`config.mk`:
```
export PLATFORM = sky130hd
export DESIGN_NAME = fetch_sequencer
export DESIGN_NICKNAME = d
export VERILOG_FILES = /design/src/rtl/fetch_sequencer.sv
export SDC_FILE = /design/constraint.sdc
export NUM_CORES = 1
export LEC_CHECK = 0
export ABC_AREA = 1
export CORE_UTILIZATION = 55
export DETAILED_ROUTE_END_ITERATION = 8
export DONT_BUFFER_PORTS = 1
export PLACE_DENSITY = 0.76
export SYNTH_ARGS = -nofsm -noshare
export SYNTH_HDL_FRONTEND = slang
export SYNTH_SLANG_ARGS = --single-unit
```
`constraint.sdc`:
```
create_clock -name clk -period 2.06 [get_ports clk]
set_clock_uncertainty 0.1 [all_clocks]
set_input_delay 0.309 -clock clk [delete_from_list [all_inputs] [get_ports clk]]
set_output_delay 0.309 -clock clk [all_outputs]
set_load 0.05 [all_outputs]
```
`src/rtl/fetch_sequencer.sv`:
```
// rtl/fetch_sequencer.sv - byte-wide instruction fetch sequencer with valid/ready output
//
// Purpose:
//   Holds the PC, issues four byte reads per instruction, assembles them
//   big-endian (byte at PC lands in bits 31:24), presents the word to decode
//   with a valid/ready handshake, applies redirects, and traps illegal fetch
//   addresses in a sticky FAULT state.
//
// Ports:
//   clk             system clock, all state on posedge
//   rst             synchronous active-high reset
//   en              fetch enable (sampled in IDLE and on handshake in HOLD)
//   mem_rd          byte read strobe
//   mem_addr        byte address of current read
//   mem_rdata       read data, valid the cycle after mem_rd
//   redirect_valid  branch/jump taken
//   redirect_addr   new PC (byte address)
//   instr_valid     instr/instr_pc/pc_next valid
//   instr_ready     decode accepts instruction
//   instr           assembled instruction
//   instr_pc        zero-extended address of instr
//   pc_next         instr_pc + 4
//   fault           illegal fetch address, sticky until redirect or reset

module fetch_sequencer #(
   parameter int ADDR_W    = 8,
   parameter int MEM_BYTES = 150,
   parameter int RESET_PC  = 0
) (
   input  logic              clk,
   input  logic              rst,
   input  logic              en,
   output logic              mem_rd,
   output logic [ADDR_W-1:0] mem_addr,
   input  logic [7:0]        mem_rdata,
   input  logic              redirect_valid,
   input  logic [31:0]       redirect_addr,
   output logic              instr_valid,
   input  logic              instr_ready,
   output logic [31:0]       instr,
   output logic [31:0]       instr_pc,
   output logic [31:0]       pc_next,
   output logic              fault
);

   typedef enum logic [2:0] {
      S_IDLE,
      S_FETCH,
      S_LAST,
      S_HOLD,
      S_FAULT
   } state_t;

   state_t              state_q, state_d;
   logic [ADDR_W-1:0]   pc_q, pc_d;
   logic [1:0]          byte_cnt_q, byte_cnt_d;
   logic [23:0]         shift_q, shift_d;
   logic [31:0]         instr_q, instr_d;

   logic [31:0]         pc_ext;
   logic [31:0]         pc_plus4;
   logic                redir_ok;
   logic                cur_ok;
   logic                next_ok;

   // Word-aligned, no bits above the PC width, and all four bytes inside memory.
   function automatic logic addr_ok(input logic [31:0] a);
      logic [32:0] last_byte;
      last_byte = {1'b0, a} + 33'd3;
      addr_ok   = (a[1:0] == 2'b00) &&
                  ((a >> ADDR_W) == 32'd0) &&
                  (last_byte <= 33'(MEM_BYTES - 1));
   endfunction

   assign pc_ext   = 32'(pc_q);
   assign pc_plus4 = pc_ext + 32'd4;
   assign redir_ok = addr_ok(redirect_addr);
   assign cur_ok   = addr_ok(pc_ext);
   assign next_ok  = addr_ok(pc_plus4);

   always_ff @(posedge clk) begin
      if (rst) begin
         state_q    <= S_IDLE;
         pc_q       <= ADDR_W'(RESET_PC);
         byte_cnt_q <= 2'd0;
         shift_q    <= 24'd0;
         instr_q    <= 32'd0;
      end else begin
         state_q    <= state_d;
         pc_q       <= pc_d;
         byte_cnt_q <= byte_cnt_d;
         shift_q    <= shift_d;
         instr_q    <= instr_d;
      end
   end

   always_comb begin
      state_d    = state_q;
      pc_d       = pc_q;
      byte_cnt_d = byte_cnt_q;
      shift_d    = shift_q;
      instr_d    = instr_q;

      case (state_q)
         S_IDLE: begin
            if (redirect_valid) begin
               if (redir_ok) begin
                  pc_d       = redirect_addr[ADDR_W-1:0];
                  byte_cnt_d = 2'd0;
                  state_d    = en ? S_FETCH : S_IDLE;
               end else begin
                  state_d = S_FAULT;
               end
            end else if (en) begin
               byte_cnt_d = 2'd0;
               state_d    = cur_ok ? S_FETCH : S_FAULT;
            end
         end

         S_FETCH: begin
            if (redirect_valid) begin
               // Abort: partial bytes are overwritten by the restarted fetch.
               byte_cnt_d = 2'd0;
               if (redir_ok) begin
                  pc_d    = redirect_addr[ADDR_W-1:0];
                  state_d = S_FETCH;
               end else begin
                  state_d = S_FAULT;
               end
            end else begin
               // Data for the byte issued last cycle is on mem_rdata now.
               if (byte_cnt_q != 2'd0) begin
                  shift_d = {shift_q[15:0], mem_rdata};
               end
               if (byte_cnt_q == 2'd3) begin
                  byte_cnt_d = 2'd0;
                  state_d    = S_LAST;
               end else begin
                  byte_cnt_d = byte_cnt_q + 2'd1;
               end
            end
         end

         S_LAST: begin
            if (redirect_valid) begin
               byte_cnt_d = 2'd0;
               if (redir_ok) begin
                  pc_d    = redirect_addr[ADDR_W-1:0];
                  state_d = S_FETCH;
               end else begin
                  state_d = S_FAULT;
               end
            end else begin
               instr_d = {shift_q, mem_rdata};
               state_d = S_HOLD;
            end
         end

         S_HOLD: begin
            if (redirect_valid) begin
               // Redirect wins over pc+4 and over en, handshake or not.
               byte_cnt_d = 2'd0;
               if (redir_ok) begin
                  pc_d    = redirect_addr[ADDR_W-1:0];
                  state_d = S_FETCH;
               end else begin
                  state_d = S_FAULT;
               end
            end else if (instr_ready) begin
               pc_d       = pc_plus4[ADDR_W-1:0];
               byte_cnt_d = 2'd0;
               if (en) begin
                  state_d = next_ok ? S_FETCH : S_FAULT;
               end else begin
                  state_d = S_IDLE;
               end
            end
         end

         S_FAULT: begin
            if (redirect_valid && redir_ok) begin
               pc_d       = redirect_addr[ADDR_W-1:0];
               byte_cnt_d = 2'd0;
               state_d    = S_FETCH;
            end
         end

         default: begin
            state_d = S_IDLE;
         end
      endcase
   end

   assign mem_rd      = (state_q == S_FETCH);
   assign mem_addr    = pc_q + ADDR_W'(byte_cnt_q);
   assign instr_valid = (state_q == S_HOLD);
   assign instr       = instr_q;
   assign instr_pc    = pc_ext;
   assign pc_next     = pc_plus4;
   assign fault       = (state_q == S_FAULT);

endmodule

```
==> metrics.txt, run 1 <==
# TYPE chip_impl_metric gauge
chip_impl_metric{name="detailedPlacementHpwl",unit="mm"} 11.92
chip_impl_metric{name="powerDensity",unit="nW/um2"} 992.3
chip_impl_info{name="criticalPathCategory",value="flop to output port"} 1
chip_impl_info{name="final_common_cell",value="sky130_fd_sc_hd__nand2_1"} 1
chip_impl_metric{name="io_pins",unit=""} 152
chip_impl_metric{name="cts-buffers-inserted",unit=""} 9
chip_impl_metric{name="ant_nets",unit=""} 0
chip_impl_metric{name="timing.critical_path.fanout_max",unit=""} 5
chip_impl_metric{name="post-route-period-util",unit=""} 1.108
chip_impl_metric{name="place.gp.congestion",unit=""} 1.021
chip_impl_metric{name="drt_iter0_markers",unit=""} 336
chip_impl_info{name="root_buffer",value="sky130_fd_sc_hd__clkbuf_8"} 1
chip_impl_metric{name="ir_drop",unit="mV"} 0.6477
chip_impl_metric{name="post_synth_num_cell_types",unit=""} 40
chip_impl_metric{name="die_x",unit="um"} 97.98
chip_impl_metric{name="setup_tns",unit="ps"} -1079
chip_impl_metric{name="drt_first_pass_iters",unit=""} 7
chip_impl_info{name="crit_chain",value="ha_4, inv_2, nand2_2, nand2_2, buf_6, clkinvlp_4, buf_12, nor2_4, a21oi_4, buf_12"} 1
chip_impl_info{name="final_cell_mix",value="sky130_fd_sc_hd__nand2_1, sky130_fd_sc_hd__nor2_1, sky130_fd_sc_hd__buf_4"} 1
chip_impl_metric{name="placeableCoreArea",unit="um2"} 8806
chip_impl_info{name="critical-path-slowest-cell",value="sky130_fd_sc_hd__dfxtp_4"} 1
chip_impl_metric{name="critical_path_required",unit="ps"} 1650
chip_impl_metric{name="gr-usage-met1",unit=""} 0.4002
chip_impl_metric{name="post_synth_and_or_nand_nor_area_fraction",unit=""} 0.3902
chip_impl_metric{name="max_slew.worst_pin.slew",unit="ps"} 1070
chip_impl_metric{name="rows",unit=""} 34
chip_impl_metric{name="initial_cell_density_of_the_core",unit=""} 0.5753
chip_impl_metric{name="totalWireLength",unit="mm"} 16.67
chip_impl_info{name="hold_start",value="mem_rdata[5]"} 1
chip_impl_metric{name="fp.dieH",unit="um"} 97.98
chip_impl_info{name="hold_path_end",value="shift_q[5]"} 1
chip_impl_metric{name="clk-insertion-delay-late",unit="ps"} 350
chip_impl_metric{name="synthesis.yosys.warnings",unit=""} 0
chip_impl_info{name="top_usage_layer",value="met2"} 1
chip_impl_metric{name="grt_overflow",unit=""} 0
chip_impl_metric{name="numPlacedInstances",unit=""} 997
chip_impl_info{name="critPathCaptureType",value="output port"} 1
chip_impl_metric{name="timing.max_cap.violations",unit=""} 0
chip_impl_metric{name="synth_area",unit="um2"} 5066
chip_impl_metric{name="pin_count_of_the_biggest_net_entering_global_routing",unit=""} 33
chip_impl_info{name="r2r-end",value="state_q[0]"} 1
chip_impl_metric{name="fill_cells",unit=""} 681
chip_impl_metric{name="finalSetupViolCount",unit=""} 9
chip_impl_info{name="dominant_combinational_cell_family_by_area_after_synthesis",value="simple AND/OR/NAND/NOR gates"} 1
chip_impl_metric{name="place.port_buffers",unit=""} 0
chip_impl_info{name="start_kind",value="flop"} 1
chip_impl_metric{name="critical_path.max_stage_delay",unit="ps"} 390
chip_impl_metric{name="synth_compound_area_frac",unit=""} 0.1134
chip_impl_info{name="min_path_type",value="input pin to flop"} 1
chip_impl_metric{name="synthesis.instances",unit=""} 817
chip_impl_metric{name="final_core_util",unit=""} 0.7643
chip_impl_metric{name="timing.hold.worst_path_depth",unit=""} 2
chip_impl_metric{name="path_clk_slew",unit="ps"} 90
chip_impl_metric{name="cellLeakagePower",unit="nW"} 2.955
chip_impl_metric{name="slew_viol_final",unit=""} 0
chip_impl_metric{name="placed_area",unit="um2"} 5934
chip_impl_metric{name="layout-drive-gt1-share",unit=""} 0.2886
chip_impl_metric{name="fraction_of_registers_with_async_set_or_reset_after_synthesis",unit=""} 0
chip_impl_metric{name="synth_edf_count",unit=""} 0
chip_impl_metric{name="muxShareOfSynthArea",unit=""} 0
chip_impl_metric{name="dieArea",unit="um2"} 9599
chip_impl_metric{name="drc_errors",unit=""} 14
chip_impl_metric{name="routed-via-count",unit=""} 5675
chip_impl_metric{name="num_antenna_cells",unit=""} 0
chip_impl_metric{name="synth-seq-area-share",unit=""} 0.2727
chip_impl_metric{name="hold_viol_final",unit=""} 0
chip_impl_metric{name="via_per_inst",unit=""} 5.457
chip_impl_info{name="failed_checks",value="design-rule violations, negative setup slack"} 1
chip_impl_info{name="worst_path_dominant_cell_family",value="buffers and inverters"} 1
chip_impl_metric{name="clock-sinks",unit=""} 69
chip_impl_metric{name="final.setup.worst_slack",unit="ps"} -222.0
chip_impl_metric{name="ys_seq_elements",unit=""} 69
chip_impl_metric{name="grt_antenna_before_repair",unit=""} 0
chip_impl_metric{name="fmax",unit="MHz"} 438.2
chip_impl_metric{name="grtUsageTotal",unit=""} 0.3271
chip_impl_metric{name="first_pass_grt_wire_length",unit="mm"} 24.97
chip_impl_metric{name="finish.instance_area",unit="um2"} 6730
chip_impl_info{name="crit-reg2reg-launch",value="pc_q[2]"} 1
chip_impl_metric{name="period_needed",unit="ps"} 2282
chip_impl_info{name="yosys_most_used_dff",value="sky130_fd_sc_hd__dfxtp_1"} 1
chip_impl_metric{name="r2r_cells",unit=""} 16
chip_impl_metric{name="worst_ep_arrival_time",unit="ps"} 1870
chip_impl_metric{name="htree_levels",unit=""} 3
chip_impl_metric{name="syn_to_final_growth",unit="%"} 32.85
chip_impl_metric{name="worstSetupPathDepth",unit=""} 10
chip_impl_metric{name="grt_pass1_vias",unit=""} 5211
chip_impl_metric{name="timing.max_slew.rel_slack",unit=""} 0.2840
chip_impl_metric{name="synth_xor_area_frac",unit=""} 0.04149
chip_impl_metric{name="groute.layer.met3.usage",unit=""} 0.06514
chip_impl_metric{name="area_share_of_fa_ha_maj_cells_after_synthesis",unit=""} 0.03359
chip_impl_metric{name="cts.path.max_buffers",unit=""} 2
chip_impl_metric{name="stdcell_count",unit=""} 1040
chip_impl_metric{name="synth.avg_cell_area",unit="um2"} 6.201
chip_impl_metric{name="num-nets-final",unit=""} 985
chip_impl_metric{name="path_buf_inv",unit=""} 5
chip_impl_info{name="outcome",value="finished with violations"} 1
chip_impl_metric{name="timing.reg2reg.setup_slack",unit="ps"} -180
chip_impl_info{name="cts_tree",value="done"} 1
chip_impl_info{name="rsz0062_at_grt",value="yes"} 1
chip_impl_metric{name="grt_use_met2",unit=""} 0.5785
chip_impl_metric{name="detail_route.wl_per_cell",unit="um"} 16.02
## worst max path at each step
| stage | slack [ps] | end | start |
|---|---|---|---|
| final | -220 | mem_addr[4] | pc_q[2] |
| after global routing | -390 | state_q[0] | pc_q[2] |
| after CTS | -170 | mem_addr[6] | byte_cnt_q[0] |
| after detailed placement | -500 | pc_q[5] | redirect_addr[1] |
| after global placement | -450 | pc_q[7] | redirect_addr[0] |
| after floorplan | -600 | state_q[0] | pc_q[2] |
## per-layer routing
metal | vias to the layer above | wire (um)
li1 | 2728 | -
met3 | 55 | 1538
met5 | - | 0
met2 | 278 | 8111
met1 | 2614 | 6456
met4 | 0 | 558
## registers in the layout (all words and copies together), names as in the netlist
name and cells:
pc_q 8, shift_q 24, byte_cnt_q 2, state_q 3, instr 32
## synth_stat cells (2+ instances only)
master / number / area, um2
sky130_fd_sc_hd__a21oi_1: 43 / 215.2
sky130_fd_sc_hd__a22oi_1: 2 / 15.01
sky130_fd_sc_hd__buf_2: 3 / 15.01
sky130_fd_sc_hd__buf_4: 49 / 367.9
sky130_fd_sc_hd__clkbuf_1: 19 / 71.32
sky130_fd_sc_hd__dfxtp_1: 69 / 1381
sky130_fd_sc_hd__ha_1: 12 / 150.1
sky130_fd_sc_hd__inv_1: 65 / 244.0
sky130_fd_sc_hd__inv_2: 7 / 26.28
sky130_fd_sc_hd__nand2_1: 189 / 709.4
sky130_fd_sc_hd__nand2_2: 6 / 37.54
sky130_fd_sc_hd__nand2_4: 2 / 22.52
sky130_fd_sc_hd__nand3_1: 58 / 290.3
sky130_fd_sc_hd__nand3_2: 5 / 50.05
sky130_fd_sc_hd__nand3b_1: 4 / 30.03
sky130_fd_sc_hd__nand4_1: 8 / 50.05
sky130_fd_sc_hd__nor2_1: 147 / 551.8
sky130_fd_sc_hd__nor2_2: 11 / 68.82
sky130_fd_sc_hd__nor2_4: 5 / 56.30
sky130_fd_sc_hd__nor3_1: 10 / 50.05
sky130_fd_sc_hd__nor4_1: 5 / 31.28
sky130_fd_sc_hd__o211ai_1: 2 / 15.01
sky130_fd_sc_hd__o21ai_0: 49 / 245.2
sky130_fd_sc_hd__o21ai_1: 4 / 20.02
sky130_fd_sc_hd__o21bai_1: 4 / 30.03
sky130_fd_sc_hd__o22ai_1: 3 / 18.77
sky130_fd_sc_hd__xnor2_1: 3 / 26.28
sky130_fd_sc_hd__xor2_1: 21 / 183.9
## metrics by stage
stage	hold WS, ps	setup slack, ps	total power [W]
6_report	19.73	-222.0	0.006678
5_1_grt	10.88	-385.8	0.007001
4_1_cts	9.283	-172.0	0.006283
3_5_place_dp	282.8	-498.9	0.005040
3_3_place_gp	281.6	-447.9	0.004985
2_1_floorplan	337.9	-602.0	0.004061
## cell type report
type / instances / area (um2) / share of cell area
Timing Repair Buffer: 125 / 1087 / 0.1616
Tap cell: 108 / 135.1 / 0.02008
Sequential cell: 69 / 1403 / 0.2084
Clock buffer: 9 / 123.9 / 0.01840
Clock inverter: 7 / 62.56 / 0.009295
Inverter: 74 / 322.8 / 0.04796
Multi-Input combinational cell: 648 / 3596 / 0.5343
## kinds of logic (layout without fill, tap and decap cells)
logic type,after synthesis,count (layout)
xor gates and xnor gates,24,24
AOI/OAI and AO/OA,109,109
and+or+nand+nor,454,455
buffers and inverters,147,215
adders and majority gates,13,13
DFF,69,69
other,1,47
## report_power, final
group	switching (W)	internal, W	total [W]	leakage (nW)
combinational	0.00249	0.00141	0.00390	2.30
sequential	0.000233	0.00147	0.00170	0.563
clock	0.000614	0.000462	0.00108	0.0927
## worst register-to-register path, cell delays in order, from the launching register on
cell,delay (ps)
sky130_fd_sc_hd__dfxtp_4,410
sky130_fd_sc_hd__clkinvlp_4,140
sky130_fd_sc_hd__ha_4,260
sky130_fd_sc_hd__nor3_4,240
sky130_fd_sc_hd__nand3_1,110
sky130_fd_sc_hd__nand2_1,70
sky130_fd_sc_hd__nand2_1,60
sky130_fd_sc_hd__nor2_2,110
sky130_fd_sc_hd__nand2_2,60
sky130_fd_sc_hd__nand3b_1,80
sky130_fd_sc_hd__nand2_1,60
sky130_fd_sc_hd__nand2_1,60
sky130_fd_sc_hd__nand2_1,40
sky130_fd_sc_hd__nor2_1,100
sky130_fd_sc_hd__nand2_1,50
sky130_fd_sc_hd__nand2_1,50
sky130_fd_sc_hd__a21oi_1,60
## what timing repair did
action | in CTS | in global routing
cloned | 0 | 1
hold endpoints to repair | 29 | 0
hold buffers | 1 | 0
resized for setup | 33 | 71
endpoints found under the setup margin | 22 | 22
pin swaps | 10 | 32
buffers inserted | 11 | 14
No activity file was read; power rests on OpenSTA's default activity.
==> run 2: changes to the inputs <==
CORE_ASPECT_RATIO = 1.1   (was unset)
CORE_MARGIN = 8   (was unset)
==> run 2 against run 1 <==
The run ends with negative hold slack, negative setup slack left. Combinational power barely moved. Core utilization fell by 2.6 points. Design area fell by 2.2%. Fmax fell by 1.4%. Non-clock buffer count fell by 22. Sequential power barely moved. Power rose by 0.17%. Largest power group unchanged.
==> metrics.txt, run 2 (synthesized netlist as in run 1, its figures left out) <==
# TYPE chip_impl_metric gauge
chip_impl_metric{name="timing.max_slew.rel_slack",unit=""} 0.4448
chip_impl_metric{name="powerDensity",unit="nW/um2"} 1017
chip_impl_metric{name="grt_pass1_vias",unit=""} 5170
chip_impl_metric{name="first_pass_grt_wire_length",unit="mm"} 24.90
chip_impl_metric{name="drc_errors",unit=""} 0
chip_impl_metric{name="grt_overflow",unit=""} 0
chip_impl_metric{name="final.hold.worst_slack",unit="ps"} -77.53
chip_impl_metric{name="final.setup.worst_slack",unit="ps"} -254.9
chip_impl_metric{name="slew_viol_final",unit=""} 0
chip_impl_metric{name="stdcell_count",unit=""} 1023
chip_impl_metric{name="worst_ep_arrival_time",unit="ps"} 2450
chip_impl_metric{name="cts.path.max_buffers",unit=""} 2
chip_impl_info{name="hold_start",value="rst"} 1
chip_impl_metric{name="cellLeakagePower",unit="nW"} 2.858
chip_impl_info{name="final_cell_mix",value="sky130_fd_sc_hd__nand2_1, sky130_fd_sc_hd__nor2_1, sky130_fd_sc_hd__buf_4"} 1
chip_impl_metric{name="path_clk_slew",unit="ps"} 70
chip_impl_metric{name="layout-drive-gt1-share",unit=""} 0.2662
chip_impl_info{name="start_kind",value="flop"} 1
chip_impl_metric{name="syn_to_final_growth",unit="%"} 29.88
chip_impl_metric{name="period_needed",unit="ps"} 2315
chip_impl_info{name="outcome",value="finished with violations"} 1
chip_impl_metric{name="post-route-period-util",unit=""} 1.124
chip_impl_info{name="critPathCaptureType",value="flop"} 1
chip_impl_metric{name="pin_count_of_the_biggest_net_entering_global_routing",unit=""} 33
chip_impl_metric{name="htree_levels",unit=""} 3
chip_impl_metric{name="clk-insertion-delay-late",unit="ps"} 340
chip_impl_metric{name="num-nets-final",unit=""} 963
chip_impl_metric{name="fp.dieH",unit="um"} 116.7
chip_impl_metric{name="grt_antenna_before_repair",unit=""} 0
chip_impl_metric{name="dieArea",unit="um2"} 12540
chip_impl_metric{name="totalWireLength",unit="mm"} 17.06
chip_impl_info{name="cts_tree",value="done"} 1
chip_impl_metric{name="finalSetupViolCount",unit=""} 12
chip_impl_metric{name="ir_drop",unit="mV"} 0.7455
chip_impl_info{name="final_common_cell",value="sky130_fd_sc_hd__nand2_1"} 1
chip_impl_metric{name="timing.max_cap.violations",unit=""} 0
chip_impl_metric{name="clock-sinks",unit=""} 69
chip_impl_info{name="rsz0062_at_grt",value="yes"} 1
chip_impl_metric{name="largest_register_ff_count",unit=""} 32
chip_impl_metric{name="cts-buffers-inserted",unit=""} 9
chip_impl_info{name="r2r-end",value="state_q[0]"} 1
chip_impl_info{name="root_buffer",value="sky130_fd_sc_hd__clkbuf_8"} 1
chip_impl_metric{name="place.gp.congestion",unit=""} 0.9603
chip_impl_metric{name="numPlacedInstances",unit=""} 988
chip_impl_metric{name="fin_total_pwr",unit="W"} 0.006690
chip_impl_metric{name="hold_viol_final",unit=""} 29
chip_impl_metric{name="timing.critical_path.fanout_max",unit=""} 5
chip_impl_metric{name="timing.hold.worst_path_depth",unit=""} 1
chip_impl_metric{name="io_pins",unit=""} 152
chip_impl_metric{name="rows",unit=""} 36
chip_impl_metric{name="r2r_cells",unit=""} 16
chip_impl_metric{name="detailedPlacementHpwl",unit="mm"} 12.24
chip_impl_metric{name="die_x",unit="um"} 107.5
chip_impl_metric{name="ant_nets",unit=""} 0
chip_impl_metric{name="multi_input_comb_area",unit="um2"} 3596
chip_impl_metric{name="critical_path_required",unit="ps"} 2190
chip_impl_metric{name="drt_iter0_markers",unit=""} 365
chip_impl_info{name="hold_path_end",value="byte_cnt_q[0]"} 1
chip_impl_info{name="criticalPathCategory",value="flop to flop"} 1
chip_impl_metric{name="via_per_inst",unit=""} 5.490
chip_impl_metric{name="detail_route.wl_per_cell",unit="um"} 16.68
chip_impl_metric{name="timing.reg2reg.setup_slack",unit="ps"} -250
chip_impl_metric{name="fmax",unit="MHz"} 432.0
chip_impl_metric{name="place.port_buffers",unit=""} 0
chip_impl_metric{name="placeableCoreArea",unit="um2"} 8919
chip_impl_info{name="crit-reg2reg-launch",value="pc_q[2]"} 1
chip_impl_metric{name="grtUsageTotal",unit=""} 0.2438
chip_impl_metric{name="drt_first_pass_iters",unit=""} 6
chip_impl_metric{name="num_antenna_cells",unit=""} 0
chip_impl_metric{name="fill_cells",unit=""} 747
chip_impl_info{name="min_path_type",value="input pin to flop"} 1
chip_impl_info{name="failed_checks",value="negative hold slack, negative setup slack"} 1
chip_impl_metric{name="register_area",unit="um2"} 1403
chip_impl_metric{name="initial_cell_density_of_the_core",unit=""} 0.5680
chip_impl_metric{name="routed-via-count",unit=""} 5616
chip_impl_metric{name="max_slew.worst_pin.slew",unit="ps"} 824.1
[run 2: how the worst max path moves through the flow]
stage               depth (start not counted)  slack [ps]           to             start
global route                               16        -370   state_q[0]           pc_q[2]
global placement                           15        -350      pc_q[2]  redirect_addr[0]
finish                                     16        -250   state_q[0]           pc_q[2]
CTS                                         6        -180  mem_addr[6]           pc_q[0]
detailed placement                         19        -340   state_q[0]  redirect_addr[0]
floorplan                                  17        -600   state_q[0]           pc_q[2]
[run 2: per-stage QoR]
stage          TNS (ps)  setup WS, ps    util  hold WS (ps)  instance area, um2
6_report          -1264        -254.9  0.7378        -77.53                6580
5_1_grt           -2665        -374.1  0.7378        -91.50                6580
4_1_cts           -1033        -178.8  0.6926        -84.32                6177
3_5_place_dp      -3904        -343.2  0.6536         283.5                5829
3_3_place_gp      -3849        -348.1  0.6536         281.3                5829
2_1_floorplan     -1163        -602.0       -         337.9                5441
[run 2: critical path, stage by stage (launching register included)]
cell                         delay [ps]
sky130_fd_sc_hd__dfxtp_4            400
sky130_fd_sc_hd__clkinvlp_4         160
sky130_fd_sc_hd__ha_4               350
sky130_fd_sc_hd__clkinvlp_4         100
sky130_fd_sc_hd__xor2_1             150
sky130_fd_sc_hd__o21ai_1            130
sky130_fd_sc_hd__nand2_1             80
sky130_fd_sc_hd__nand3_1            100
sky130_fd_sc_hd__nand2_2             90
sky130_fd_sc_hd__nand3b_1           100
sky130_fd_sc_hd__nand2_1             60
sky130_fd_sc_hd__nand2_1             70
sky130_fd_sc_hd__nand2_1             60
sky130_fd_sc_hd__nor2_1              90
sky130_fd_sc_hd__nand2_1             60
sky130_fd_sc_hd__nand2_1             70
sky130_fd_sc_hd__a21oi_2             40
[run 2: final cells by class]
cell class,count,area share
clock buffer,11,0.01997
multi-input combinational,648,0.5465
inverter,74,0.04868
tap,114,0.02168
clock inverter,4,0.007226
timing repair buffer,103,0.1428
sequential,69,0.2132
[run 2: where the power goes]
part           total (W)  internal [W]  switching, W
Combinational    0.00391       0.00138       0.00253
Sequential       0.00173       0.00147      0.000265
Clock            0.00105      0.000553      0.000493
Total            0.00669       0.00340       0.00329
[run 2: repair_timing]
action | in CTS | in global routing
gates cloned | 0 | 1
hold endpoints to repair | 29 | 29
resized for setup | 26 | 79
pin swaps | 4 | 40
setup endpoints to repair | 11 | 23
setup buffers | 7 | 12
[run 2: per-layer routing]
metal / global-route usage / vias up / wire length [um]
met5: 0 / - / 0
met4: 0.09815 / 0 / 624
met3: 0.06291 / 52 / 1726
met2: 0.4338 / 289 / 8621
met1: 0.2701 / 2590 / 6090
li1: - / 2685 / -
==> run 3: changes to the inputs <==
CTS_CLUSTER_DIAMETER = 40   (was unset)
==> results of run 3 <==
Final layout, timing and power as in run 2 (identical DEF).
